## src/rtl/dsky_keypad_encoder.sv

```systemverilog
// DSKY 4x5 keypad scanner: column scan, frame-level debounce, keycode translation and a
// one-entry valid/ack holding register toward the AGC core. PRO is reported as a raw level.
module dsky_keypad_encoder #(
    parameter int unsigned SCAN_DIV = 16,
    parameter int unsigned DEBOUNCE = 4
) (
    input  logic       clk,
    input  logic       rst_n,
    input  logic       ena,
    output logic [4:0] col_out,
    input  logic [3:0] row_in,
    output logic [4:0] keycode,
    output logic       key_valid,
    input  logic       key_ack,
    output logic       overrun,
    output logic       pro_held
);

    localparam int unsigned DW = $clog2(SCAN_DIV);
    localparam int unsigned CW = $clog2(DEBOUNCE + 1);
    localparam logic [DW-1:0] DWELL_LAST = DW'(SCAN_DIV - 1);
    localparam logic [CW-1:0] CNT_DONE   = CW'(DEBOUNCE);
    localparam int unsigned PRO_IDX = 18;

    localparam logic [1:0] StIdle    = 2'd0;
    localparam logic [1:0] StPress   = 2'd1;
    localparam logic [1:0] StHeld    = 2'd2;
    localparam logic [1:0] StRelease = 2'd3;

    logic [4:0]    col_q, col_d;
    logic [2:0]    col_idx_q, col_idx_d;
    logic [DW-1:0] dwell_q, dwell_d;
    logic [18:0]   frame_q, frame_d, frame_cur;
    logic [1:0]    state_q, state_d;
    logic [4:0]    cand_q, cand_d;
    logic [CW-1:0] cnt_q, cnt_d, cnt_inc;
    logic [4:0]    keycode_q, keycode_d;
    logic          valid_q, valid_d;
    logic          overrun_q, overrun_d;
    logic          pro_q, pro_d;

    logic [1:0] n_keys;
    logic [4:0] one_idx;
    logic [4:0] accept_idx;
    logic       accept;
    logic       frame_end;
    logic       ack_fire;

    function automatic logic [4:0] key_to_code(input logic [4:0] k);
        case (k)
            5'd0:    key_to_code = 5'd1;
            5'd1:    key_to_code = 5'd2;
            5'd2:    key_to_code = 5'd3;
            5'd3:    key_to_code = 5'd17;
            5'd4:    key_to_code = 5'd31;
            5'd5:    key_to_code = 5'd4;
            5'd6:    key_to_code = 5'd5;
            5'd7:    key_to_code = 5'd6;
            5'd8:    key_to_code = 5'd26;
            5'd9:    key_to_code = 5'd27;
            5'd10:   key_to_code = 5'd7;
            5'd11:   key_to_code = 5'd8;
            5'd12:   key_to_code = 5'd9;
            5'd13:   key_to_code = 5'd16;
            5'd14:   key_to_code = 5'd30;
            5'd15:   key_to_code = 5'd28;
            5'd16:   key_to_code = 5'd18;
            5'd17:   key_to_code = 5'd25;
            default: key_to_code = 5'd0;
        endcase
    endfunction

    // Frame image with the currently driven column's rows merged in; the spare key is not stored.
    always_comb begin
        int idx;
        frame_cur = frame_q;
        for (int r = 0; r < 4; r++) begin
            idx = r * 5 + int'(col_idx_q);
            if (idx < 19) frame_cur[idx] = ~row_in[r];
        end
    end

    always_comb begin
        n_keys  = 2'd0;
        one_idx = 5'd0;
        for (int i = 0; i < 18; i++) begin
            if (frame_cur[i]) begin
                if (n_keys == 2'd0) one_idx = 5'(i);
                n_keys = (n_keys == 2'd0) ? 2'd1 : 2'd2;
            end
        end
    end

    assign frame_end = (col_q != 5'b11111) && (dwell_q == DWELL_LAST) && (col_idx_q == 3'd4);
    assign cnt_inc   = cnt_q + CW'(1);
    assign ack_fire  = valid_q && key_ack;

    always_comb begin
        col_d      = col_q;
        col_idx_d  = col_idx_q;
        dwell_d    = dwell_q;
        frame_d    = frame_q;
        state_d    = state_q;
        cand_d     = cand_q;
        cnt_d      = cnt_q;
        keycode_d  = keycode_q;
        valid_d    = valid_q;
        overrun_d  = overrun_q;
        pro_d      = pro_q;
        accept     = 1'b0;
        accept_idx = cand_q;

        if (col_q == 5'b11111) begin
            col_d     = 5'b11110;
            col_idx_d = 3'd0;
            dwell_d   = '0;
        end else if (dwell_q == DWELL_LAST) begin
            dwell_d   = '0;
            frame_d   = frame_cur;
            col_d     = {col_q[3:0], col_q[4]};
            col_idx_d = (col_idx_q == 3'd4) ? 3'd0 : col_idx_q + 3'd1;
        end else begin
            dwell_d = dwell_q + DW'(1);
        end

        if (frame_end) begin
            pro_d = frame_cur[PRO_IDX];
            case (state_q)
                StIdle: begin
                    if (n_keys == 2'd1) begin
                        cand_d = one_idx;
                        cnt_d  = CW'(1);
                        if (DEBOUNCE == 1) begin
                            accept     = 1'b1;
                            accept_idx = one_idx;
                            state_d    = StHeld;
                        end else begin
                            state_d = StPress;
                        end
                    end
                end
                StPress: begin
                    if (n_keys == 2'd1) begin
                        if (one_idx == cand_q) begin
                            cnt_d = cnt_inc;
                            if (cnt_inc == CNT_DONE) begin
                                accept  = 1'b1;
                                state_d = StHeld;
                            end
                        end else begin
                            cand_d = one_idx;
                            cnt_d  = CW'(1);
                        end
                    end else begin
                        state_d = StIdle;
                        cnt_d   = '0;
                    end
                end
                StHeld: begin
                    if (n_keys == 2'd0) begin
                        if (DEBOUNCE == 1) begin
                            state_d = StIdle;
                            cnt_d   = '0;
                        end else begin
                            state_d = StRelease;
                            cnt_d   = CW'(1);
                        end
                    end
                end
                default: begin
                    if (n_keys == 2'd0) begin
                        cnt_d = cnt_inc;
                        if (cnt_inc == CNT_DONE) begin
                            state_d = StIdle;
                            cnt_d   = '0;
                        end
                    end else begin
                        state_d = StHeld;
                    end
                end
            endcase
        end

        // An ack on the accept edge frees the slot, so the new key loads without overrun.
        if (ack_fire) valid_d = 1'b0;
        if (accept) begin
            if (!valid_q || ack_fire) begin
                keycode_d = key_to_code(accept_idx);
                valid_d   = 1'b1;
            end else begin
                overrun_d = 1'b1;
            end
        end
    end

    always_ff @(posedge clk or negedge rst_n) begin
        if (!rst_n) begin
            col_q     <= 5'b11111;
            col_idx_q <= 3'd0;
            dwell_q   <= '0;
            frame_q   <= '0;
            state_q   <= StIdle;
            cand_q    <= 5'd0;
            cnt_q     <= '0;
            keycode_q <= 5'd0;
            valid_q   <= 1'b0;
            overrun_q <= 1'b0;
            pro_q     <= 1'b0;
        end else if (ena) begin
            col_q     <= col_d;
            col_idx_q <= col_idx_d;
            dwell_q   <= dwell_d;
            frame_q   <= frame_d;
            state_q   <= state_d;
            cand_q    <= cand_d;
            cnt_q     <= cnt_d;
            keycode_q <= keycode_d;
            valid_q   <= valid_d;
            overrun_q <= overrun_d;
            pro_q     <= pro_d;
        end
    end

    assign col_out   = ena ? col_q : 5'b11111;
    assign keycode   = keycode_q;
    assign key_valid = valid_q;
    assign overrun   = overrun_q;
    assign pro_held  = pro_q;

endmodule

```

## config.mk

```make
export PLATFORM = sky130hd
export DESIGN_NAME = dsky_keypad_encoder
export DESIGN_NICKNAME = d
export VERILOG_FILES = /design/src/rtl/dsky_keypad_encoder.sv
export SDC_FILE = /design/constraint.sdc
export NUM_CORES = 1
export LEC_CHECK = 0
export CELL_PAD_IN_SITES_DETAIL_PLACEMENT = 0
export CELL_PAD_IN_SITES_GLOBAL_PLACEMENT = 1
export CORE_MARGIN = 3
export CORE_UTILIZATION = 54
export DETAILED_ROUTE_END_ITERATION = 8
export DONT_BUFFER_PORTS = 1
export PLACE_DENSITY_LB_ADDON = 0.1
export SLEW_MARGIN = 20
export SYNTH_ARGS = -nofsm -noshare
export SYNTH_HDL_FRONTEND = slang
export SYNTH_SLANG_ARGS = --single-unit
```

## constraint.sdc

```tcl
create_clock -name clk -period 8.49 [get_ports clk]
set_input_delay 1.2735 -clock clk [delete_from_list [all_inputs] [get_ports clk]]
set_output_delay 1.2735 -clock clk [all_outputs]
set_load 0.02 [all_outputs]
```

# Word-level counts from Yosys, hierarchy flattened
# Memories as Yosys holds them, arrays and structs flattened. A register that Yosys moved wholly into a read port is not among the register bits.
# Cells that the tools add are included.
dict set report classes {
  reduce_logical 40
  eq_ne 16
  bitwise 6
  n_lt_le_gt_ge 12
  add_sub_neg 6
  muxes 120
}
# cell count
set ops {}
lappend ops {{$mux 5} 38}
lappend ops {{$mux 2} 41}
lappend ops {{$bwmux 19} 4}
lappend ops {{$mux 19} 4}
lappend ops {{$logic_not 2->1} 19}
lappend ops {{$mux 3} 9}
lappend ops {{$demux 1 s5} 3}
lappend ops {{$mux 1} 15}
lappend ops {{$lt 5x6->1 const B} 2}
lappend ops {{$add 4x3->5 const A} 2}
lappend ops {{$ge 5x1->1 const B} 2}
lappend ops {{$lt 5x5->1 const B} 2}
lappend ops {{$pmux 5 s2} 1}
lappend ops {{$pmux 3 s3} 1}
lappend ops {{$reduce_and 3->1} 3}
lappend ops {{$mux 4} 2}
lappend ops {{$ne 2x2->1 const B} 4}
lappend ops {{$logic_and 1x1->1} 7}
lappend ops {{$reduce_and 7->1} 1}
lappend ops {{$add 3x1->3 const B} 2}
lappend ops {{$eq 3x3->1 const B} 2}
lappend ops {{$lt 3x6->1 const B} 1}
lappend ops {{$lt 4x6->1 const B} 1}
lappend ops {{$ne 3x3->1 const B} 2}
lappend ops {{other kinds (23)} 32}
dict set report word_totals {
  wordCells 211
  romBits 160
  out_inout_bits 13
  n_memories 1
  input_bits 8
  ff_bits 44
}
# name depth width read_ports rd_ports_with_merged_regs write_ports line
set memory_table {}
lappend memory_table {{(no name shown)} 32 5 1 1 0 50} ;# case (k)

# Longest topological paths before layout
# Gate-level depths: netlist of the first run.
dict set report depth {
  word_depth 70
  depth_mapped 23
  mapped_depth_nobuf 21
}

# Worst setup path before layout of the first run
# OpenSTA, ideal clock, no wires.
dict set report synth_timing {
  kind {input-to-reg}
  from {input port row_in[3]}
  to {register keycode_q[0] (netlist: keycode[0])}
  path_buffers 2
  cell_stages 16
  path_slack_ns 3.159
  required_ns 8.365
  setup_time_ns 0.125
  arrival_time_ns 5.206
  path_cell_list {clkbuf_1 > clkbuf_1 > nor2_1 > a31oi_1 > ha_1 > nor2_1 > nand3_1 > nor3_1 > and3_1 > a211oi_1 > nor4_4 > nor4_1 > or3_4 > a211oi_2 > nand4_4 > mux2_4}
}
dict set report synth_via {
  elab_chain_cells 61
  word_cells_on_any_way 96
  classes_between {eq/ne (2); mux (75); bitwise (1); reduce/logical (18)}
}
# element line
set synth_rtl {}
lappend synth_rtl {{start: declaration} 11} ;# input logic [3:0] row_in,
lappend synth_rtl {{$not 1->1 *} 79} ;# if (idx < 19) frame_cur[idx] = ~row_in[r];
lappend synth_rtl {{$bwmux 19 *} 79}
lappend synth_rtl {{$mux 19 *} 79}
lappend synth_rtl {{$mux 1} 87} ;# if (frame_cur[i]) begin
lappend synth_rtl {{$logic_not 2->1} {88, 89}}
lappend synth_rtl {{$mux 2} 89} ;# n_keys = (n_keys == 2'd0) ? 2'd1 : 2'd2;
lappend synth_rtl {{$mux 2} 87}
lappend synth_rtl {{$logic_not 2->1} {88, 89}}
lappend synth_rtl {{(+45 left out)} n/a}
lappend synth_rtl {{$mux 5} 88} ;# if (n_keys == 2'd0) one_idx = 5'(i);
lappend synth_rtl {{$mux 5} 87}
lappend synth_rtl {{$eq 5x5->1} 144} ;# if (one_idx == cand_q) begin
lappend synth_rtl {{$mux 1} 144}
lappend synth_rtl {{$mux 1 *} 143} ;# if (n_keys == 2'd1) begin
lappend synth_rtl {{$mux 1 *} 128} ;# case (state_q)
lappend synth_rtl {{$mux 1 *} 126} ;# if (frame_end) begin
lappend synth_rtl {{$reduce_and 3->1 (no line) *} n/a}
lappend synth_rtl {{end: declaration} 37} ;# logic [4:0] keycode_q, keycode_d;
# Every way passes the cells marked *; elsewhere a longest branch is shown, timed or not.
# A chain may end at the register's enable or synchronous reset.

# Worst setup path after layout of the first run
dict set report layout_timing {
  from {register col_idx_q[0]}
  to {register keycode_q[1] (netlist: keycode[1])}
}
dict set report layout_via {
  elab_chain_cells 70
  word_cells_on_any_way 130
  classes_between {add/sub (3); order compare (12); eq/ne (3); mux (89); reduce/logical (23)}
}
# element line
set layout_rtl {}
lappend layout_rtl {{start: declaration} 31} ;# logic [2:0] col_idx_q, col_idx_d;
lappend layout_rtl {{start signal: assignment} 211} ;# col_idx_q <= col_idx_d;
lappend layout_rtl {{branches (longest 68 deep; another with $lt 4x6->1)} n/a}
lappend layout_rtl {{$mux 1 *} 126}
lappend layout_rtl {{$reduce_and 3->1 (no line) *} n/a}
# Every way passes the cells marked *.

==> Implementation_results.wiki, run 1 <==
{| class="wikitable"
! Metric !! Value
|-
| Post-synth ARST share || 1.00
|-
| Count of unresolved DRC violations after routing || 0
|-
| Cells after synthesis || 559
|-
| Half-perimeter wire length after detailed placement || 9130 um
|-
| Static leakage power || 1.98 nW
|-
| Cell type of the slowest stage on the worst timing path || sky130_fd_sc_hd__dfrtp_1
|-
| Area Overhead vs Synth || 1.71%
|-
| Result of the run || completed
|-
| Crit path kind || flop to flop
|-
| Final standard cell area without fillers || 0.00477 mm2
|-
| Final routed wire length divided by cell count || 19.2 um
|-
| Post-synthesis sequential element count || 49
|-
| Slew @ Worst Pin || 1000 ps
|-
| Top-Level Pins || 21
|-
| Setup TNS Final || 0 ps
|-
| Critical hold path startpoint || col_q[4]$_DFFE_PN1P_
|-
| Number of buffers added for setup after CTS || 0
|-
| Dominant cell type by area after synthesis || sky130_fd_sc_hd__dfrtp_1
|-
| Depth of the most critical reg-to-reg path || 19
|-
| Fraction of layout instances using a drive strength above 1 || 0.104
|-
| Initial antenna violation count || 0
|-
| Count of flip-flops with a built-in enable after synthesis || 0
|-
| Total CTS buffers || 5
|-
| All-layer global routing usage || 0.261
|-
| Critical path endpoint category || flop
|-
| Startpoint Class || flop
|-
| Clock net sink count || 49
|-
| Type of the tightest min-delay check || flop to flop
|-
| Headroom to the max-slew limit || 0.332
|-
| DRC marker count from the first detailed-route iteration || 233
|-
| Final critical-path required period || 6570 ps
|-
| Mean instance size in the synthesized netlist || 8.39 um2
|-
| Setup repair after global routing missed its margin || false
|-
| Placement Rows || 33
|-
| Upper clock frequency limit || 0.152 GHz
|-
| CTS root buffer || sky130_fd_sc_hd__clkbuf_8
|-
| Cell family with most CP delay || simple AND/OR/NAND/NOR gates
|-
| Period utilisation layout || 0.774
|-
| Via count || 4278
|-
| Count of antenna-violating nets left after detailed routing || 0
|-
| # H-tree levels || 2
|-
| Insertion delay of the later-clocked pin in the worst-skew pair || 320 ps
|-
| Number of antenna repair diodes || 0
|-
| Total Die Area || 0.00984 mm2
|-
| Leading post-synthesis cells by cell area || sky130_fd_sc_hd__dfrtp_1 23%, sky130_fd_sc_hd__ha_1 7.7%, sky130_fd_sc_hd__nand2_1 5.0%, sky130_fd_sc_hd__o21ai_0 3.8%, sky130_fd_sc_hd__nand3_1 3.3%
|-
| Number of search-and-repair iterations in the first detailed-routing pass || 5
|-
| Hold-critical path endpoint || col_q[0]$_DFFE_PN1P_
|-
| Crit path cell chain || inv_1 > ha_1 > ha_1 > nand2_1 > nor2_1 > nand2_1 > a31oi_1 > ha_1 > nor2_1 > nand3_1 > nor3_1 > and3_1 > a211oi_1 > nor4_4 > nor4_1 > or3_4 > a211oi_2 > nand4_4 > mux2_4
|-
| Wire length of the first global-routing pass || 21000 um
|-
| Core box area || 0.00834 mm2
|-
| Die Width || 99.2 um
|-
| Maximum net fanout on the critical path || 29
|-
| Syn Nets || 596
|-
| Via count of the first global-routing pass || 4116
|-
| PwrDens || 436 mW/mm2
|-
| Reg-to-reg slack, setup || 1920 ps
|-
| Worst ir drop on vdd || 0.221 mV
|-
| Worst reg2reg startpoint || col_idx_q[0]$_DFFE_PN0P_
|-
| Synth warnings || 0
|-
| Clock transition at the registers of the reported paths || 110 ps
|-
| Cell Count Post-Placement || 634
|-
| Data required time of the worst path || 8690 ps
|-
| Vert. Die Dim || 99.2 um
|-
| Total of buffers placed on input and output ports || 0
|-
| TritonCTS clock tree || yes
|-
| Clock Path Buffers || 2
|-
| Worst stage delay on the critical path || 920 ps
|-
| Overflow left after global routing || 0
|-
| Detailed-route wire length || 12300 um
|-
| Maximum number of pins on one net before global-route repair || 50
|-
| Placed Instance Area || 0.00467 mm2
|-
| Post-detailed-route via-to-cell ratio || 6.66
|-
| Buf/Inv on CP || 1
|-
| Final non-filler cell total || 642
|-
| Hold-fix buffers, CTS || 0
|-
| Number of nets at the end of the flow || 573
|-
| Part of the Yosys area used for sequential elements || 0.263
|-
| Total of max-cap violations || 0
|-
| Prevailing post-synth register cell || sky130_fd_sc_hd__dfrtp_1
|-
| End of the worst register-to-register path || keycode[1]$_DFFE_PN0P_
|-
| Most Frequent Cell on Critical Path || sky130_fd_sc_hd__ha_1
|-
| Final setup viols || 0
|-
| CTS resizes || 0
|-
| Number of unique standard cell types used by synthesis || 87
|-
| Starting density of the core || 0.562
|-
| Final weighted congestion in routability-driven placement || 0.964
|-
| Final worst clock skew || 13.5 ps
|-
| Hold Path Depth || 2
|-
| Syn Std Cell Area || 0.00469 mm2
|-
| Crit path arrival time || 6780 ps
|-
| Number of pins with negative max-slew slack in the final report || 0
|-
| Post-synth top area share || 0.235
|-
| Count of endpoints failing hold in the final timing report || 0
|}
[per-stage QoR]
stage	total power, W	util	setup slack [ps]	hold WS, ps
2_1_floorplan	0.00160	-	3160	444
3_3_place_gp	0.00186	0.560	2250	459
3_5_place_dp	0.00189	0.560	2050	472
4_1_cts	0.00206	0.572	1980	493
5_1_grt	0.00224	0.572	1320	523
6_report	0.00208	0.572	1920	489
[cells in the mapped netlist, types with 4 or more instances]
cell                       count
sky130_fd_sc_hd__a21boi_0      7
sky130_fd_sc_hd__buf_2         5
sky130_fd_sc_hd__nor2b_1       5
sky130_fd_sc_hd__a21oi_1      19
sky130_fd_sc_hd__dfrtp_1      44
sky130_fd_sc_hd__a22o_1        5
sky130_fd_sc_hd__o211ai_1      4
sky130_fd_sc_hd__a211oi_1      6
sky130_fd_sc_hd__nand2b_1     15
sky130_fd_sc_hd__xnor2_1       5
sky130_fd_sc_hd__a32o_1        5
sky130_fd_sc_hd__and3_1        9
sky130_fd_sc_hd__nor3_1       10
sky130_fd_sc_hd__nor2_1       33
sky130_fd_sc_hd__nor3b_1       4
sky130_fd_sc_hd__nand4_1       7
sky130_fd_sc_hd__inv_1        30
sky130_fd_sc_hd__o22a_1        4
sky130_fd_sc_hd__nand4b_1      4
sky130_fd_sc_hd__o31ai_1       7
sky130_fd_sc_hd__nor4_1        8
sky130_fd_sc_hd__and2_1        8
sky130_fd_sc_hd__mux2i_1       9
sky130_fd_sc_hd__buf_6         4
sky130_fd_sc_hd__mux2_2       13
sky130_fd_sc_hd__a211o_1       6
sky130_fd_sc_hd__dfstp_2       5
sky130_fd_sc_hd__nand2_1      62
sky130_fd_sc_hd__a31oi_1       9
sky130_fd_sc_hd__clkbuf_1     20
sky130_fd_sc_hd__o22ai_1       9
sky130_fd_sc_hd__o21ai_0      36
sky130_fd_sc_hd__mux2_4        5
sky130_fd_sc_hd__ha_1         29
sky130_fd_sc_hd__nand3_1      31
[final cells by class]
class	count	area [um2]
Multi-Input combinational cell	449	3190
Inverter	30	113
Sequential cell	49	1230
Fill cell	790	3570
Tap cell	105	131
Timing Repair Buffer	1	7.51
Clock buffer	5	68.8
Clock inverter	3	28.8
[tightest hold or removal path, delay by kind of cell, from the launching register on]
family	cells	cell delay (ps)
simple gates	1	40
flops	1	390
compound gates	1	60
[per-layer routing]
layer,part of all wire,wire (um),up-vias,global-route usage
met5,0,0,-,0
met4,0.022,272,0,0.0767
met3,0.053,653,24,0.0379
met2,0.48,5920,128,0.449
met1,0.44,5490,2072,0.340
li1,-,-,2054,-
[cell usage in the layout, fill, tap and decap left out, drive strengths merged, types with 8 or more instances in the layout]
cell type / count
a211oi: 8
a21boi: 8
a21oi: 20
a31oi: 10
and2: 8
and3: 9
dfrtp: 44
ha: 29
inv: 32
mux2: 19
mux2i: 9
nand2: 62
nand2b: 15
nand3: 31
nand4: 8
nor2: 33
nor3: 10
nor4: 9
o21ai: 38
o22ai: 10
o31ai: 8
[power breakdown]
group	switching (W)	total, W	internal [W]
clock network	0.0000927	0.000155	0.0000619
logic	0.000996	0.00159	0.000598
registers	0.0000528	0.000328	0.000275
[flip-flops by register name (all words and copies together), names as in the netlist]
register / count
state_q: 2
col_q: 5
frame_q: 19
accept_idx: 5
dwell_q: 4
pro_held: 1
cnt_q: 3
col_idx_q: 3
overrun: 1
key_valid: 1
keycode: 5
[worst max path at each step]
stage	start	end	slack (ps)	depth (start not counted)
3_3_place_gp	col_idx_q[0]$_DFFE_PN0P_	accept_idx[3]$_DFFE_PN0P_	2250	16
3_5_place_dp	col_idx_q[0]$_DFFE_PN0P_	keycode[1]$_DFFE_PN0P_	2050	19
5_1_grt	col_idx_q[0]$_DFFE_PN0P_	keycode[2]$_DFFE_PN0P_	1320	19
2_1_floorplan	row_in[3]	keycode[0]$_DFFE_PN0P_	3160	16
4_1_cts	col_idx_q[0]$_DFFE_PN0P_	keycode[1]$_DFFE_PN0P_	1980	19
6_report	col_idx_q[0]$_DFFE_PN0P_	keycode[1]$_DFFE_PN0P_	1920	19
[cells by family (layout without fill, tap and decap cells)]
logic type	Yosys count	count (layout)	share of synthesized area
compound gates	175	175	0.286
xor+xnor	8	8	0.0149
fa+ha+maj	29	29	0.0774
buf+inv	61	39	0.0574
flops	49	49	0.263
mux	28	28	0.0689
simple gates	209	209	0.232
Power figures use the tool's default switching activity.
==> run 2: changes to the inputs <==
--- a/config.mk
+++ b/config.mk
@@ -8,7 +8,7 @@
 export CELL_PAD_IN_SITES_DETAIL_PLACEMENT = 0
 export CELL_PAD_IN_SITES_GLOBAL_PLACEMENT = 1
 export CORE_MARGIN = 3
-export CORE_UTILIZATION = 54
+export CORE_UTILIZATION = 50
 export DETAILED_ROUTE_END_ITERATION = 8
 export DONT_BUFFER_PORTS = 1
 export PLACE_DENSITY_LB_ADDON = 0.1
==> constraint.sdc (replaced) <==
create_clock -name clk -period 6.6 [get_ports clk]
set_input_delay 0.99 -clock clk [delete_from_list [all_inputs] [get_ports clk]]
set_output_delay 0.99 -clock clk [all_outputs]
set_load 0.02 [all_outputs]
==> run 2 against run 1 <==
Cell count rose by 1.1%; clock skew fell by 6.9 ps; combinational power rose by 30%; via count fell by 1.8%; clock-buffer cell count did not move; sequential power rose by 21%; core utilization fell by 3.4 points; non-clock buffer count rose by 4; critical endpoint is now keycode[0]$_DFFE_PN0P_.
==> Implementation_results.wiki, run 2 (synthesized netlist as in run 1, its figures left out) <==
{| class="wikitable"
! Metric !! Value
|-
| Final setup viols || 0 (unchanged)
|-
| All-layer global routing usage || 0.240 (was 0.261)
|-
| Result of the run || completed (unchanged)
|-
| Combinational Power Share || 0.776 (was 0.768)
|-
| Clock net sink count || 49 (unchanged)
|-
| Area occupied by multi-input gates || 0.00319 mm2 (unchanged)
|-
| Setup repair after global routing missed its margin || false (unchanged)
|-
| Clock Path Buffers || 2 (unchanged)
|-
| Clock share of power || 0.075 (was 0.074)
|-
| Starting density of the core || 0.525 (was 0.562)
|-
| Overflow left after global routing || 0 (unchanged)
|-
| Number of nets at the end of the flow || 577 (was 573)
|-
| Most frequent cells in the layout || 62 x sky130_fd_sc_hd__nand2_1, 44 x sky130_fd_sc_hd__dfrtp_1, 36 x sky130_fd_sc_hd__o21ai_0 (unchanged)
|-
| Number of search-and-repair iterations in the first detailed-routing pass || 5 (unchanged)
|-
| Total Die Area || 0.0106 mm2 (was 0.00984 mm2)
|-
| CTS root buffer || sky130_fd_sc_hd__clkbuf_8 (unchanged)
|-
| Worst ir drop on vdd || 0.303 mV (was 0.221 mV)
|-
| Core box area || 0.00893 mm2 (was 0.00834 mm2)
|-
| Filler Cells Inserted || 853 (was 790)
|-
| Die Width || 103 um (was 99.2 um)
|-
| Int Pwr || 0.00122 W (was 0.000935 W)
|-
| Headroom to the max-slew limit || 0.486 (was 0.332)
|-
| Maximum net fanout on the critical path || 13 (was 29)
|-
| Critical path endpoint category || flop (unchanged)
|-
| Number of buffers added for setup after CTS || 0 (unchanged)
|-
| Static leakage power || 2.00 nW (was 1.98 nW)
|-
| Fraction of layout instances using a drive strength above 1 || 0.111 (was 0.104)
|-
| Startpoint Class || flop (unchanged)
|-
| Total of buffers placed on input and output ports || 0 (unchanged)
|-
| Total CTS buffers || 5 (unchanged)
|-
| DRC marker count from the first detailed-route iteration || 284 (was 233)
|-
| Final non-filler cell total || 649 (was 642)
|-
| Insertion delay of the later-clocked pin in the worst-skew pair || 320 ps (about the same)
|-
| Cell Count Post-Placement || 641 (was 634)
|-
| Maximum number of pins on one net before global-route repair || 50 (unchanged)
|-
| Top-Level Pins || 21 (unchanged)
|-
| Clock transition at the registers of the reported paths || 110 ps (about the same)
|-
| Type of the tightest min-delay check || primary input to async pin (was flop to flop)
|-
| Initial antenna violation count || 0 (unchanged)
|-
| Flip-flop count of the largest register, all copies and words added || 19 (unchanged)
|-
| Switching power summed over all nets || 0.00145 W (was 0.00114 W)
|-
| CTS resizes || 0 (unchanged)
|-
| Post-detailed-route via-to-cell ratio || 6.48 (was 6.66)
|-
| Sequential share of power || 0.149 (was 0.158)
|-
| Biggest register || frame_q (unchanged)
|-
| Detailed-route wire length || 12200 um (was 12300 um)
|-
| # H-tree levels || 2 (unchanged)
|-
| Switching part of the total || 0.543 (was 0.550)
|-
| Total of max-cap violations || 0 (unchanged)
|-
| Most common cell after layout, fill and taps aside || sky130_fd_sc_hd__nand2_1 (unchanged)
|-
| Crit path arrival time || 6050 ps (was 6780 ps)
|-
| Via count || 4203 (was 4278)
|-
| Count of antenna-violating nets left after detailed routing || 0 (unchanged)
|-
| Final critical-path required period || 5850 ps (was 6570 ps)
|-
| Count of endpoints failing hold in the final timing report || 0 (unchanged)
|-
| TritonCTS clock tree || yes (unchanged)
|-
| Period utilisation layout || 0.886 (was 0.774)
|-
| Slew @ Worst Pin || 764 ps (was 1000 ps)
|-
| Number of antenna repair diodes || 0 (unchanged)
|-
| Final weighted congestion in routability-driven placement || 0.853 (was 0.964)
|-
| Final routed wire length divided by cell count || 18.8 um (was 19.2 um)
|-
| Half-perimeter wire length after detailed placement || 8970 um (was 9130 um)
|-
| Via count of the first global-routing pass || 3957 (was 4116)
|-
| PwrDens || 555 mW/mm2 (was 436 mW/mm2)
|-
| Placement Rows || 34 (was 33)
|-
| Count of unresolved DRC violations after routing || 0 (unchanged)
|-
| Setup TNS Final || 0 ps (unchanged)
|-
| Final worst clock skew || 6.59 ps (was 13.5 ps)
|-
| Area Overhead vs Synth || 2.43% (was 1.71%)
|-
| Hold-fix buffers, CTS || 0 (unchanged)
|-
| Crit path kind || flop to flop (unchanged)
|-
| Data required time of the worst path || 6810 ps (was 8690 ps)
|-
| Upper clock frequency limit || 0.171 GHz (was 0.152 GHz)
|-
| Vert. Die Dim || 103 um (was 99.2 um)
|-
| Wire length of the first global-routing pass || 20200 um (was 21000 um)
|-
| Final hold slack || 351 ps (was 489 ps)
|-
| Number of pins with negative max-slew slack in the final report || 0 (unchanged)
|-
| Sequential cell area || 0.00123 mm2 (unchanged)
|}
run 2: metal layers:
layer / share of wire / GRT usage / vias up
li1: - / - / 2063
met1: 0.47 / 0.331 / 2009
met2: 0.47 / 0.400 / 114
met3: 0.051 / 0.0386 / 17
met4: 0.014 / 0.0508 / 0
met5: 0 / 0 / -
run 2: per-stage QoR:
stage,area (um2),total power [W],utilization,setup WS (ps)
after CTS,4800,0.00265,0.538,788
after detailed placement,4700,0.00243,0.527,811
after global placement,4700,0.00242,0.527,896
final,4800,0.00267,0.538,753
after floorplan,4690,0.00206,-,1350
after global routing,4800,0.00289,0.538,245
run 2: critical path, stage by stage, from the launching register on:
cell and delay (ps):
sky130_fd_sc_hd__dfrtp_1 480, sky130_fd_sc_hd__inv_1 200, sky130_fd_sc_hd__ha_1 470, sky130_fd_sc_hd__ha_1 340, sky130_fd_sc_hd__nand2_1 140, sky130_fd_sc_hd__nor2_1 190
sky130_fd_sc_hd__nand2_1 80, sky130_fd_sc_hd__mux2_2 320, sky130_fd_sc_hd__ha_1 320, sky130_fd_sc_hd__nor2_1 130, sky130_fd_sc_hd__nand3_1 200, sky130_fd_sc_hd__nor3_1 570
sky130_fd_sc_hd__and3_1 410, sky130_fd_sc_hd__a211oi_1 120, sky130_fd_sc_hd__nor4_4 370, sky130_fd_sc_hd__nor4_1 140, sky130_fd_sc_hd__or3_4 350, sky130_fd_sc_hd__a211oi_2 330
sky130_fd_sc_hd__nand4_4 220, sky130_fd_sc_hd__mux2_4 340
run 2: power groups by stage:
stage | Combinational (W) | Clock (W) | Sequential, W
3_5_place_dp | 0.00203 | 0 | 0.000404
6_report | 0.00207 | 0.000201 | 0.000397
3_3_place_gp | 0.00202 | 0 | 0.000401
5_1_grt | 0.00226 | 0.000224 | 0.000403
2_1_floorplan | 0.00167 | 0 | 0.000391
4_1_cts | 0.00204 | 0.000213 | 0.000397
run 2: layout make-up:
class                      count  share of cell area
timing repair buffer           5             0.00782
multi-input combinational    449               0.664
inverter                      30              0.0234
clock inverter                 3             0.00599
clock buffer                   5              0.0143
sequential                    49               0.257
tap                          108              0.0281
run 2: final timing paths:
check	start	to	slack (ps)	cells past startpoint
worst min-delay path	rst_n	col_idx_q[0]$_DFFE_PN0P_	350	0
worst min register to register	frame_q[7]$_DFFE_PN0P_	frame_q[7]$_DFFE_PN0P_	490	2
worst max-delay path	col_idx_q[1]$_DFFE_PN0P_	keycode[0]$_DFFE_PN0P_	750	19
worst max register to register	col_idx_q[1]$_DFFE_PN0P_	keycode[0]$_DFFE_PN0P_	750	19
min in group clk	frame_q[7]$_DFFE_PN0P_	frame_q[7]$_DFFE_PN0P_	490	2
max in group asynchronous	rst_n	col_q[3]$_DFFE_PN1P_	6060	0
==> run 3: changes to the inputs <==
--- a/config.mk
+++ b/config.mk
@@ -8,9 +8,8 @@
 export CELL_PAD_IN_SITES_DETAIL_PLACEMENT = 0
 export CELL_PAD_IN_SITES_GLOBAL_PLACEMENT = 1
 export CORE_MARGIN = 3
-export CORE_UTILIZATION = 50
+export CORE_UTILIZATION = 47
 export DETAILED_ROUTE_END_ITERATION = 8
-export DONT_BUFFER_PORTS = 1
 export PLACE_DENSITY_LB_ADDON = 0.1
 export SLEW_MARGIN = 20
 export SYNTH_ARGS = -nofsm -noshare
==> constraint.sdc (replaced) <==
create_clock -name clk -period 6.6 [get_ports clk]
set_input_delay 0.99 -clock clk [delete_from_list [all_inputs] [get_ports clk]]
set_output_delay 0.99 -clock clk [all_outputs]
set_load 0.05 [all_outputs]
==> run 3 against run 2 <==
Routed wire length is 2.5% higher; register-to-register slack worse by 20 ps; hold slack better by 140 ps; critical path depth stayed put; first-iteration DRC count is 8.5% higher; clock skew is 9.7 ps higher; fmax is 0.31% lower; critical endpoint is now keycode[4]$_DFFE_PN0P_; clock power is 32% higher; combinational power is 2% higher; non-clock buffer count is 22 higher; sequential share of layout area is 1.4 points lower.
==> Implementation_results.wiki, run 3 (synthesized netlist as in run 1, its figures left out) <==
{| class="wikitable"
! Metric !! Value
|-
| Static leakage power || 2.10 nW (was 2.00 nW)
|-
| Combinational Power Share || 0.761 (was 0.776)
|-
| Number of antenna repair diodes || 0 (unchanged)
|-
| Number of search-and-repair iterations in the first detailed-routing pass || 6 (was 5)
|-
| Clock share of power || 0.095 (was 0.075)
|-
| Core box area || 0.00946 mm2 (was 0.00893 mm2)
|-
| Post-detailed-route via-to-cell ratio || 6.28 (was 6.48)
|-
| Critical path endpoint category || flop (unchanged)
|-
| Starting density of the core || 0.496 (was 0.525)
|-
| Most frequent cells in the layout || 62 x sky130_fd_sc_hd__nand2_1, 44 x sky130_fd_sc_hd__dfrtp_1, 36 x sky130_fd_sc_hd__o21ai_0 (unchanged)
|-
| DRC marker count from the first detailed-route iteration || 308 (was 284)
|-
| Worst reg2reg startpoint || col_idx_q[1]$_DFFE_PN0P_ (unchanged)
|-
| Final setup viols || 0 (unchanged)
|-
| Detailed-route wire length || 12500 um (was 12200 um)
|-
| Int Pwr || 0.00130 W (was 0.00122 W)
|-
| TritonCTS clock tree || yes (unchanged)
|-
| Total power || 0.00278 W (was 0.00267 W)
|-
| CTS resizes || 0 (unchanged)
|-
| Switching part of the total || 0.531 (was 0.543)
|-
| End of the worst register-to-register path || keycode[4]$_DFFE_PN0P_ (was keycode[0]$_DFFE_PN0P_)
|-
| Setup TNS Final || 0 ps (unchanged)
|-
| Overflow left after global routing || 0 (unchanged)
|-
| Depth of the most critical reg-to-reg path || 19 (unchanged)
|-
| Fraction of layout instances using a drive strength above 1 || 0.112 (was 0.111)
|-
| Worst ir drop on vdd || 0.302 mV (was 0.303 mV)
|-
| Hold-critical path endpoint || col_q[0]$_DFFE_PN1P_
|-
| Final non-filler cell total || 692 (was 649)
|-
| Number of pins with negative max-slew slack in the final report || 0 (unchanged)
|-
| Clock transition at the registers of the reported paths || 110 ps (about the same)
|-
| Via count of the first global-routing pass || 4190 (was 3957)
|-
| Result of the run || completed (unchanged)
|-
| Die Width || 106 um (was 103 um)
|-
| Half-perimeter wire length after detailed placement || 9360 um (was 8970 um)
|-
| Via count || 4348 (was 4203)
|-
| Cell Count Post-Placement || 684 (was 641)
|-
| Insertion delay of the later-clocked pin in the worst-skew pair || 320 ps (about the same)
|-
| Total CTS buffers || 5 (unchanged)
|-
| Type of the tightest min-delay check || flop to flop (was primary input to async pin)
|-
| Crit path kind || flop to flop (unchanged)
|-
| Final critical-path required period || 5870 ps (was 5850 ps)
|-
| # H-tree levels || 2 (unchanged)
|-
| CTS root buffer || sky130_fd_sc_hd__clkbuf_8 (unchanged)
|-
| Placement Rows || 35 (was 34)
|-
| Area Overhead vs Synth || 8.33% (was 2.43%)
|-
| Total Die Area || 0.0112 mm2 (was 0.0106 mm2)
|-
| PwrDens || 547 mW/mm2 (was 555 mW/mm2)
|-
| Number of buffers added for setup after CTS || 0 (unchanged)
|-
| Count of endpoints failing hold in the final timing report || 0 (unchanged)
|-
| Final routed wire length divided by cell count || 18.1 um (was 18.8 um)
|-
| All-layer global routing usage || 0.229 (was 0.240)
|-
| Top-Level Pins || 21 (unchanged)
|-
| Sequential share of power || 0.143 (was 0.149)
|-
| Count of unresolved DRC violations after routing || 0 (unchanged)
|-
| Crit path arrival time || 6060 ps (was 6050 ps)
|-
| Flip-flop count of the largest register, all copies and words added || 19 (unchanged)
|-
| Hold Path Depth || 2
|-
| Clock Path Buffers || 2 (unchanged)
|-
| Count of antenna-violating nets left after detailed routing || 0 (unchanged)
|-
| Wire length of the first global-routing pass || 21000 um (was 20200 um)
|-
| Clock net sink count || 49 (unchanged)
|-
| Headroom to the max-slew limit || 0.518 (was 0.486)
|-
| Biggest register || frame_q (unchanged)
|-
| Critical hold path startpoint || col_q[4]$_DFFE_PN1P_
|-
| Initial antenna violation count || 0 (unchanged)
|-
| Total of buffers placed on input and output ports || 20 (was 0)
|-
| Total of max-cap violations || 0 (unchanged)
|-
| Vert. Die Dim || 106 um (was 103 um)
|-
| Setup repair after global routing missed its margin || false (unchanged)
|-
| Switching power summed over all nets || 0.00147 W (was 0.00145 W)
|-
| Upper clock frequency limit || 0.170 GHz (was 0.171 GHz)
|-
| Final worst clock skew || 16.3 ps (was 6.59 ps)
|-
| Most common cell after layout, fill and taps aside || sky130_fd_sc_hd__nand2_1 (unchanged)
|-
| Final weighted congestion in routability-driven placement || 0.889 (was 0.853)
|-
| Number of nets at the end of the flow || 599 (was 577)
|-
| Hold-fix buffers, CTS || 0 (unchanged)
|-
| Period utilisation layout || 0.889 (was 0.886)
|-
| Startpoint Class || flop (unchanged)
|-
| Maximum number of pins on one net before global-route repair || 50 (unchanged)
|-
| Reg-to-reg slack, setup || 730 ps (was 750 ps)
|-
| Slew @ Worst Pin || 723 ps (was 764 ps)
|-
| Data required time of the worst path || 6800 ps (was 6810 ps)
|-
| Maximum net fanout on the critical path || 13 (unchanged)
|}
run 3: changes by cell type in the layout (fill, tap and decap cells not counted):
cell / change
sky130_fd_sc_hd__buf_2: +1
sky130_fd_sc_hd__buf_4: +2
sky130_fd_sc_hd__bufinv_16: +2
sky130_fd_sc_hd__clkdlybuf4s50_1: +19
sky130_fd_sc_hd__clkinv_4: -1
sky130_fd_sc_hd__inv_8: -1
run 3: worst max path at each step:
stage / start / to / slack [ps]
3_3_place_gp: row_in[1] / keycode[3]$_DFFE_PN0P_ / 820
4_1_cts: col_idx_q[1]$_DFFE_PN0P_ / keycode[3]$_DFFE_PN0P_ / 760
6_report: col_idx_q[1]$_DFFE_PN0P_ / keycode[4]$_DFFE_PN0P_ / 730
2_1_floorplan: col_idx_q[2]$_DFFE_PN0P_ / keycode[0]$_DFFE_PN0P_ / 1350
3_5_place_dp: row_in[1] / keycode[3]$_DFFE_PN0P_ / 710
5_1_grt: col_idx_q[1]$_DFFE_PN0P_ / accept_idx[3]$_DFFE_PN0P_ / 140
run 3: area by class of cell:
| cell class | instances | area (um2) |
|---|---|---|
| Clock buffer | 5 | 68.8 |
| Clock inverter | 3 | 68.8 |
| Tap cell | 129 | 161 |
| Multi-Input combinational cell | 449 | 3190 |
| Sequential cell | 49 | 1230 |
| Timing Repair Buffer | 27 | 248 |
| Fill cell | 924 | 4380 |
| Inverter | 30 | 113 |
run 3: power by group through the flow:
stage	combinational (W)	sequential, W	clock, W
floorplan	0.00168	0.000391	0
global placement	0.00206	0.000403	0
detailed placement	0.00207	0.000404	0
CTS	0.00209	0.000398	0.000272
global route	0.00233	0.000405	0.000285
finish	0.00211	0.000398	0.000265
run 3: layer usage:
metal | global-route usage | up-vias | wire [um]
li1 | - | 2110 | -
met1 | 0.305 | 2060 | 5820
met2 | 0.376 | 144 | 5670
met3 | 0.0282 | 34 | 571
met4 | 0.0962 | 0 | 459
met5 | 0 | - | 0
run 3: worst max-delay path, cell delays in order, from the launching register on:
cell,delay [ps]
sky130_fd_sc_hd__dfrtp_1,470
sky130_fd_sc_hd__inv_1,190
sky130_fd_sc_hd__ha_1,480
sky130_fd_sc_hd__ha_1,330
sky130_fd_sc_hd__nand2_1,140
sky130_fd_sc_hd__nor2_1,190
sky130_fd_sc_hd__nand2_1,100
sky130_fd_sc_hd__a31oi_1,310
sky130_fd_sc_hd__ha_1,330
sky130_fd_sc_hd__nor2_1,130
sky130_fd_sc_hd__nand3_1,190
sky130_fd_sc_hd__nor3_1,570
sky130_fd_sc_hd__and3_1,400
sky130_fd_sc_hd__a211oi_1,120
sky130_fd_sc_hd__nor4_4,400
sky130_fd_sc_hd__nor4_1,140
sky130_fd_sc_hd__or3_4,350
sky130_fd_sc_hd__a211oi_2,330
sky130_fd_sc_hd__nand4_4,210
sky130_fd_sc_hd__mux2_4,340
run 3: per-stage QoR:
stage | instance area, um2 | worst slack [ps] | util | hold WS, ps
floorplan | 4690 | 1350 | - | 444
global placement | 4940 | 825 | 0.522 | 462
detailed placement | 4940 | 713 | 0.522 | 473
CTS | 5080 | 758 | 0.537 | 489
global route | 5080 | 140 | 0.537 | 529
finish | 5080 | 734 | 0.537 | 487
